===== src/rtl/parking_gate_scheduler.sv =====
// parking_gate_scheduler
//
// Shares one barrier gate between NUM_LANES entry lanes and NUM_LANES exit
// lanes. Each direction is arbitrated round-robin. Every granted car gets
// one gate-open window of OPEN_CYCLES cycles, then one CLEAR cycle. The
// block owns the occupancy count. It blocks entries while the lot is full
// and ignores exits while it is empty.
//
// Configuration macro: EXIT_PRIORITY_EN
//   defined   : under contention the exit always wins.
//   undefined : under contention the direction opposite to the last grant
//               wins, so entry and exit alternate. After reset, exit goes
//               first.
//
// Ports:
//   clk          in   clock
//   rst          in   asynchronous, active-high reset
//   enter_req    in   per-lane entry request (level, held until granted)
//   exit_req     in   per-lane exit request (level, held until granted)
//   enter_grant  out  one-hot, one-cycle entry grant pulse
//   exit_grant   out  one-hot, one-cycle exit grant pulse
//   gate_open    out  gate actuator drive
//   gate_dir     out  0 = entry pass, 1 = exit pass (valid while gate_open)
//   occupancy    out  cars currently inside
//   lot_full     out  occupancy == CAPACITY
//   busy         out  FSM not in IDLE
module parking_gate_scheduler #(
  parameter int NUM_LANES   = 4,
  parameter int CAPACITY    = 8,
  parameter int OPEN_CYCLES = 4,
  localparam int OW         = $clog2(CAPACITY + 1)
) (
  input  logic                 clk,
  input  logic                 rst,
  input  logic [NUM_LANES-1:0] enter_req,
  input  logic [NUM_LANES-1:0] exit_req,
  output logic [NUM_LANES-1:0] enter_grant,
  output logic [NUM_LANES-1:0] exit_grant,
  output logic                 gate_open,
  output logic                 gate_dir,
  output logic [OW-1:0]        occupancy,
  output logic                 lot_full,
  output logic                 busy
);

  localparam int PW = $clog2(NUM_LANES);
  localparam int CW = (OPEN_CYCLES > 1) ? $clog2(OPEN_CYCLES) : 1;
  localparam logic [OW-1:0] CAP_V    = OW'(CAPACITY);
  localparam logic [CW-1:0] CNT_LOAD = CW'(OPEN_CYCLES - 1);

  typedef enum logic [1:0] {IDLE, OPEN, CLEAR} state_t;

  state_t                state_q, state_d;
  logic [CW-1:0]         cnt_q, cnt_d;
  logic [PW-1:0]         enter_ptr_q, enter_ptr_d;
  logic [PW-1:0]         exit_ptr_q, exit_ptr_d;
  logic [OW-1:0]         occupancy_q, occupancy_d;
  logic                  lot_full_q, lot_full_d;
  logic [NUM_LANES-1:0]  enter_grant_q, enter_grant_d;
  logic [NUM_LANES-1:0]  exit_grant_q, exit_grant_d;
  logic                  gate_open_q, gate_open_d;
  logic                  gate_dir_q, gate_dir_d;
  logic                  busy_q, busy_d;
`ifndef EXIT_PRIORITY_EN
  // 1 = last grant was an exit; reset value means "last was entry".
  logic                  hist_q, hist_d;
`endif

  logic [NUM_LANES-1:0]  enter_pick, exit_pick;
  logic                  entry_cand, exit_cand, pick_exit;

  // First set bit at or after ptr, wrapping modulo NUM_LANES.
  function automatic logic [NUM_LANES-1:0] rr_pick(input logic [NUM_LANES-1:0] req,
                                                   input logic [PW-1:0] ptr);
    logic [NUM_LANES-1:0] onehot;
    logic found;
    int idx;
    onehot = '0;
    found  = 1'b0;
    for (int k = 0; k < NUM_LANES; k++) begin
      idx = (int'(ptr) + k) % NUM_LANES;
      if (!found && req[idx]) begin
        onehot[idx] = 1'b1;
        found       = 1'b1;
      end
    end
    return onehot;
  endfunction

  // Pointer moves to the lane just after the winner.
  function automatic logic [PW-1:0] rr_next(input logic [NUM_LANES-1:0] onehot,
                                            input logic [PW-1:0] ptr);
    logic [PW-1:0] p;
    p = ptr;
    for (int i = 0; i < NUM_LANES; i++) begin
      if (onehot[i]) p = PW'((i + 1) % NUM_LANES);
    end
    return p;
  endfunction

  always_comb begin
    enter_pick = rr_pick(enter_req, enter_ptr_q);
    exit_pick  = rr_pick(exit_req, exit_ptr_q);
    entry_cand = (|enter_req) && (occupancy_q < CAP_V);
    exit_cand  = (|exit_req) && (occupancy_q != '0);
`ifdef EXIT_PRIORITY_EN
    pick_exit  = exit_cand;
`else
    if (entry_cand && exit_cand) pick_exit = ~hist_q;
    else                         pick_exit = exit_cand;
`endif
  end

  always_comb begin
    state_d       = state_q;
    cnt_d         = cnt_q;
    enter_ptr_d   = enter_ptr_q;
    exit_ptr_d    = exit_ptr_q;
    occupancy_d   = occupancy_q;
    lot_full_d    = lot_full_q;
    enter_grant_d = '0;
    exit_grant_d  = '0;
    gate_open_d   = 1'b0;
    gate_dir_d    = gate_dir_q;
`ifndef EXIT_PRIORITY_EN
    hist_d        = hist_q;
`endif
    case (state_q)
      IDLE: begin
        if (entry_cand || exit_cand) begin
          state_d     = OPEN;
          cnt_d       = CNT_LOAD;
          gate_open_d = 1'b1;
          gate_dir_d  = pick_exit;
          if (pick_exit) begin
            exit_grant_d = exit_pick;
            exit_ptr_d   = rr_next(exit_pick, exit_ptr_q);
            occupancy_d  = occupancy_q - OW'(1);
          end else begin
            enter_grant_d = enter_pick;
            enter_ptr_d   = rr_next(enter_pick, enter_ptr_q);
            occupancy_d   = occupancy_q + OW'(1);
          end
          lot_full_d = (occupancy_d == CAP_V);
`ifndef EXIT_PRIORITY_EN
          hist_d = pick_exit;
`endif
        end
      end
      OPEN: begin
        // The grant cycle already counts as the first open cycle.
        gate_open_d = 1'b1;
        if (cnt_q == '0) begin
          state_d     = CLEAR;
          gate_open_d = 1'b0;
        end else begin
          cnt_d = cnt_q - CW'(1);
        end
      end
      CLEAR:   state_d = IDLE;
      default: state_d = IDLE;
    endcase
    busy_d = (state_d != IDLE);
  end

  always_ff @(posedge clk or posedge rst) begin
    if (rst) begin
      state_q       <= IDLE;
      cnt_q         <= '0;
      enter_ptr_q   <= '0;
      exit_ptr_q    <= '0;
      occupancy_q   <= '0;
      lot_full_q    <= 1'b0;
      enter_grant_q <= '0;
      exit_grant_q  <= '0;
      gate_open_q   <= 1'b0;
      gate_dir_q    <= 1'b0;
      busy_q        <= 1'b0;
`ifndef EXIT_PRIORITY_EN
      hist_q        <= 1'b0;
`endif
    end else begin
      state_q       <= state_d;
      cnt_q         <= cnt_d;
      enter_ptr_q   <= enter_ptr_d;
      exit_ptr_q    <= exit_ptr_d;
      occupancy_q   <= occupancy_d;
      lot_full_q    <= lot_full_d;
      enter_grant_q <= enter_grant_d;
      exit_grant_q  <= exit_grant_d;
      gate_open_q   <= gate_open_d;
      gate_dir_q    <= gate_dir_d;
      busy_q        <= busy_d;
`ifndef EXIT_PRIORITY_EN
      hist_q        <= hist_d;
`endif
    end
  end

  assign enter_grant = enter_grant_q;
  assign exit_grant  = exit_grant_q;
  assign gate_open   = gate_open_q;
  assign gate_dir    = gate_dir_q;
  assign occupancy   = occupancy_q;
  assign lot_full    = lot_full_q;
  assign busy        = busy_q;

endmodule


===== config.mk =====
export PLATFORM = sky130hd
export DESIGN_NAME = parking_gate_scheduler
export DESIGN_NICKNAME = d
export VERILOG_FILES = /design/src/rtl/parking_gate_scheduler.sv
export SDC_FILE = /design/constraint.sdc
export NUM_CORES = 1
export LEC_CHECK = 0
export ABC_AREA = 1
export CAP_MARGIN = 40
export CORE_UTILIZATION = 55
export DETAILED_ROUTE_END_ITERATION = 7
export GPL_TIMING_DRIVEN = 0
export PLACE_DENSITY_LB_ADDON = 0.08
export SLEW_MARGIN = 30
export SYNTH_ARGS = -nofsm -noshare
export SYNTH_HDL_FRONTEND = slang
export SYNTH_SLANG_ARGS = --single-unit

===== constraint.sdc =====
create_clock -name clk -period 2.5 [get_ports clk]
set_input_delay 0.5 -clock clk [delete_from_list [all_inputs] [get_ports clk]]
set_output_delay 0.5 -clock clk [all_outputs]
set_load 0.02 [all_outputs]

==> reports/qor.csv <==
stage,metric,value,unit
synthesis,netlist_area,1930,um^2
floorplanning,start_util,0.579,
critical_path,cpMostUsedCell,nand3_1,
grt,grt_pass1_wl,6060,um
timing,max-slew-margin-rel,0.695,
grt,grt_max_degree,14,
floorplanning,rows,21,
critical_path,worstSetupStartpointType,input pin,
finish,final_common_cell,nand2_1,
pwr,peakVddDrop,641,uV
finish,n_fill_cell,316,
pwr,pwr-share-clk,0.060,
route,drtPass1Iterations,4,
place,dpl_cell_area,2250,um^2
clock_tree,htreeDepth,1,
grt,grt_util_met2,0.346,
route,wl,3640,um
timing,hold_viol,0,
synthesis,syn_inst,271,
place,dp_hpwl,3030,um
pwr,swShare,0.526,
route,routed_via_density,5.04,
critical_path,max_stage_delay,0.52,ns
place,place_inst,343,
synthesis,synth_area_leaders,"dfrtp_1, nand2_1, nand3_1",
synthesis,yosys.area.top_type_share,0.311,
clock_tree,cts-root-buf,clkbuf_4,
floorplanning,ios,26,
finish,final_nets,328,
timing,hold_ws,0.474,ns
synthesis,synth_nets,296,
clock_tree,clk_pin_slew,0.13,ns
synthesis,ys_ff_latch,24,
critical_path,critPathKind,input pin to register,
timing,period_minus_slack,2.29,ns
clock_tree,cts-buffers-inserted,3,
route,drc,0,
pwr,power.density,1440,nW/um^2
critical_path,end_kind,register,
finish,area_delta_synth_final,20.4,%
place,io_buffers,25,
pwr,comb_power_share,0.738,
route,route.antenna.remaining_nets,0,
critical_path,cp_max_fo,4,
finish,drive_above_1_share,0.136,
grt,grt_pass1_vias,1486,
timing,report.final.slew_viol_count,0,
synthesis,syn_avg_cell_area,7.12,um^2
synthesis,yosysSeqAreaShare,0.311,
critical_path,crit_family,buffers and inverters,
route,vias,1754,
synthesis,ys.warnings.count,0,
grt,grt.total_usage,0.214,
floorplanning,die_height,61.2,um
floorplanning,die_w,61.2,um
pwr,finalPower,3360,uW
timing,fin_setup_tns,0,ns
grt,grt-ovfl-total,0,
grt,antenna_found_initial,0,
timing,skew,0.00942,ns
timing,worst_pin_slew,0.456,ns
floorplanning,coreArea,3340,um^2
grt,use_met3,0.0147,
critical_path,path_buf_inv,3,
timing,min_period_over_period,0.917,
pwr,p_leak,0.00124,uW
critical_path,crit_arrival,2.55,ns
critical_path,worstPathCellList,clkdlybuf4s50_1 -> inv_1 -> nand3_1 -> o21ai_2 -> o21ai_2 -> inv_2 -> ha_1 -> nand3_1 -> nand2_1 -> xor2_2 -> xor2_1 -> nand3_1 -> nand2_1,
clock_tree,clock-sinks,24,
pwr,power.internal,1590,uW
clock_tree,clk_latency,0.31,ns
timing,rsz0062_at_grt,false,
floorplanning,die_area,3750,um^2
route,drt_iter0_markers,65,
pwr,p_seq_frac,0.202,
hold_path,hold_class,input pin to asynchronous set/reset pin,
pwr,p_switching,1770,uW
route,post_drt_wl_per_cell,10.5,um
finish,postLayoutCellArea,2320,um^2
critical_path,cp.required,2.75,ns
grt,grtUsageMet1,0.302,
synthesis,yosysUniqueCellTypes,23,
place,place_congestion,0.819,
grt,gr-max-usage-layer,met2,
clock_tree,cts_buffer_depth,2,
outcome,outcome,"complete, no violations",
finish,insertedDiodeCount,0,
synthesis,yosysTopAreaCell,dfrtp_1,
finish,final_cell_mix,"nand2_1, nand3_1, inv_1",
critical_path,worst-path-stages,13,
finish,fin_cells,348,
flow_run,maxCapViolations,0,
clock_tree,cts_tree,yes,
timing,timing.fmax,436,MHz
critical_path,ff2ff_path_depth,13,
timing,setup_viol,0,
critical_path,crit_path_top_delay_cell,clkdlybuf4s50_1,
## flip-flops by register name, summed over array words and instances (netlist names), 2 cells and up
register / count
enter_grant: 4
exit_grant: 4
occupancy: 4
cnt_q: 2
enter_ptr_q: 2
exit_ptr_q: 2
state_q: 2
## metrics by stage
stage / setup WS, ns / utilization
detailed placement: -0.363 / 0.675
CTS: 0.0180 / 0.688
finish: 0.208 / 0.697
floorplan: 0.356 / -
global route: 0.00513 / 0.697
global placement: -0.345 / 0.671
## power groups by stage
stage,clock [uW],combinational [uW],sequential [uW]
6_report,200,2480,678
5_1_grt,221,2830,702
4_1_cts,202,2440,676
3_5_place_dp,0,2410,683
3_3_place_gp,0,2350,677
2_1_floorplan,0,1760,779
## cell type report
| cell class | instances | area, um^2 | share of cell area |
|---|---|---|---|
| flip-flops and latches | 24 | 601 | 0.258 |
| clock buffers | 4 | 36.3 | 0.0156 |
| multi-input cells | 200 | 1160 | 0.497 |
| plain buffers | 2 | 22.5 | 0.00969 |
| well taps | 46 | 57.6 | 0.0248 |
| repair buffers | 27 | 273 | 0.117 |
| inverters | 45 | 179 | 0.0770 |
## synthesized netlist by cell type
cell and n:
nand2_1 74, nand3_1 48, inv_1 40, dfrtp_1 24
nor2_1 20, ha_1 14, nand3_2 10, nand2_2 6
a31oi_1 5, a21oi_1 4, nand2_4 4, o21ai_0 4
nor2_4 3, xor2_1 3, buf_6 2, inv_2 2
inv_6 2, clkinv_1 1, fa_1 1, nand4_1 1
nor2_2 1, o21ai_1 1, xnor2_1 1
## cells by family after synthesis
group,after synthesis,share of synthesized area
xor gates and xnor gates,4,0.0181
and+or+nand+nor,167,0.426
buffers and inverters,47,0.104
AOI/OAI and AO/OA,14,0.0395
adders and majority gates,15,0.101
DFF,24,0.311
## path summary, 6_finish.rpt
check                            endpoint  slack (ns)    startpoint
setup / recovery                 lot_full        0.21  enter_req[2]
hold / removal             enter_grant[3]        0.47           rst
setup reg to reg                 lot_full        0.42  occupancy[1]
hold reg to reg                  lot_full        0.49      lot_full
max in group asynchronous   exit_grant[2]        1.58           rst
min in group clk                 lot_full        0.49      lot_full
## timing repair
item | CTS | global route
buffers inserted | 1 | 0
setup endpoints to repair | 2 | 2
gates resized for setup | 0 | 6
cloned | 0 | 0
hold buffers | 0 | 0
pin swaps | 1 | 2
## routing by layer
metal / share of wire / vias up
met3: 0.021 / 5
met1: 0.48 / 790
met2: 0.48 / 33
li1: - / 926
met4: 0.015 / 0
met5: 0 / -
No activity file was read; power rests on OpenSTA's default activity.
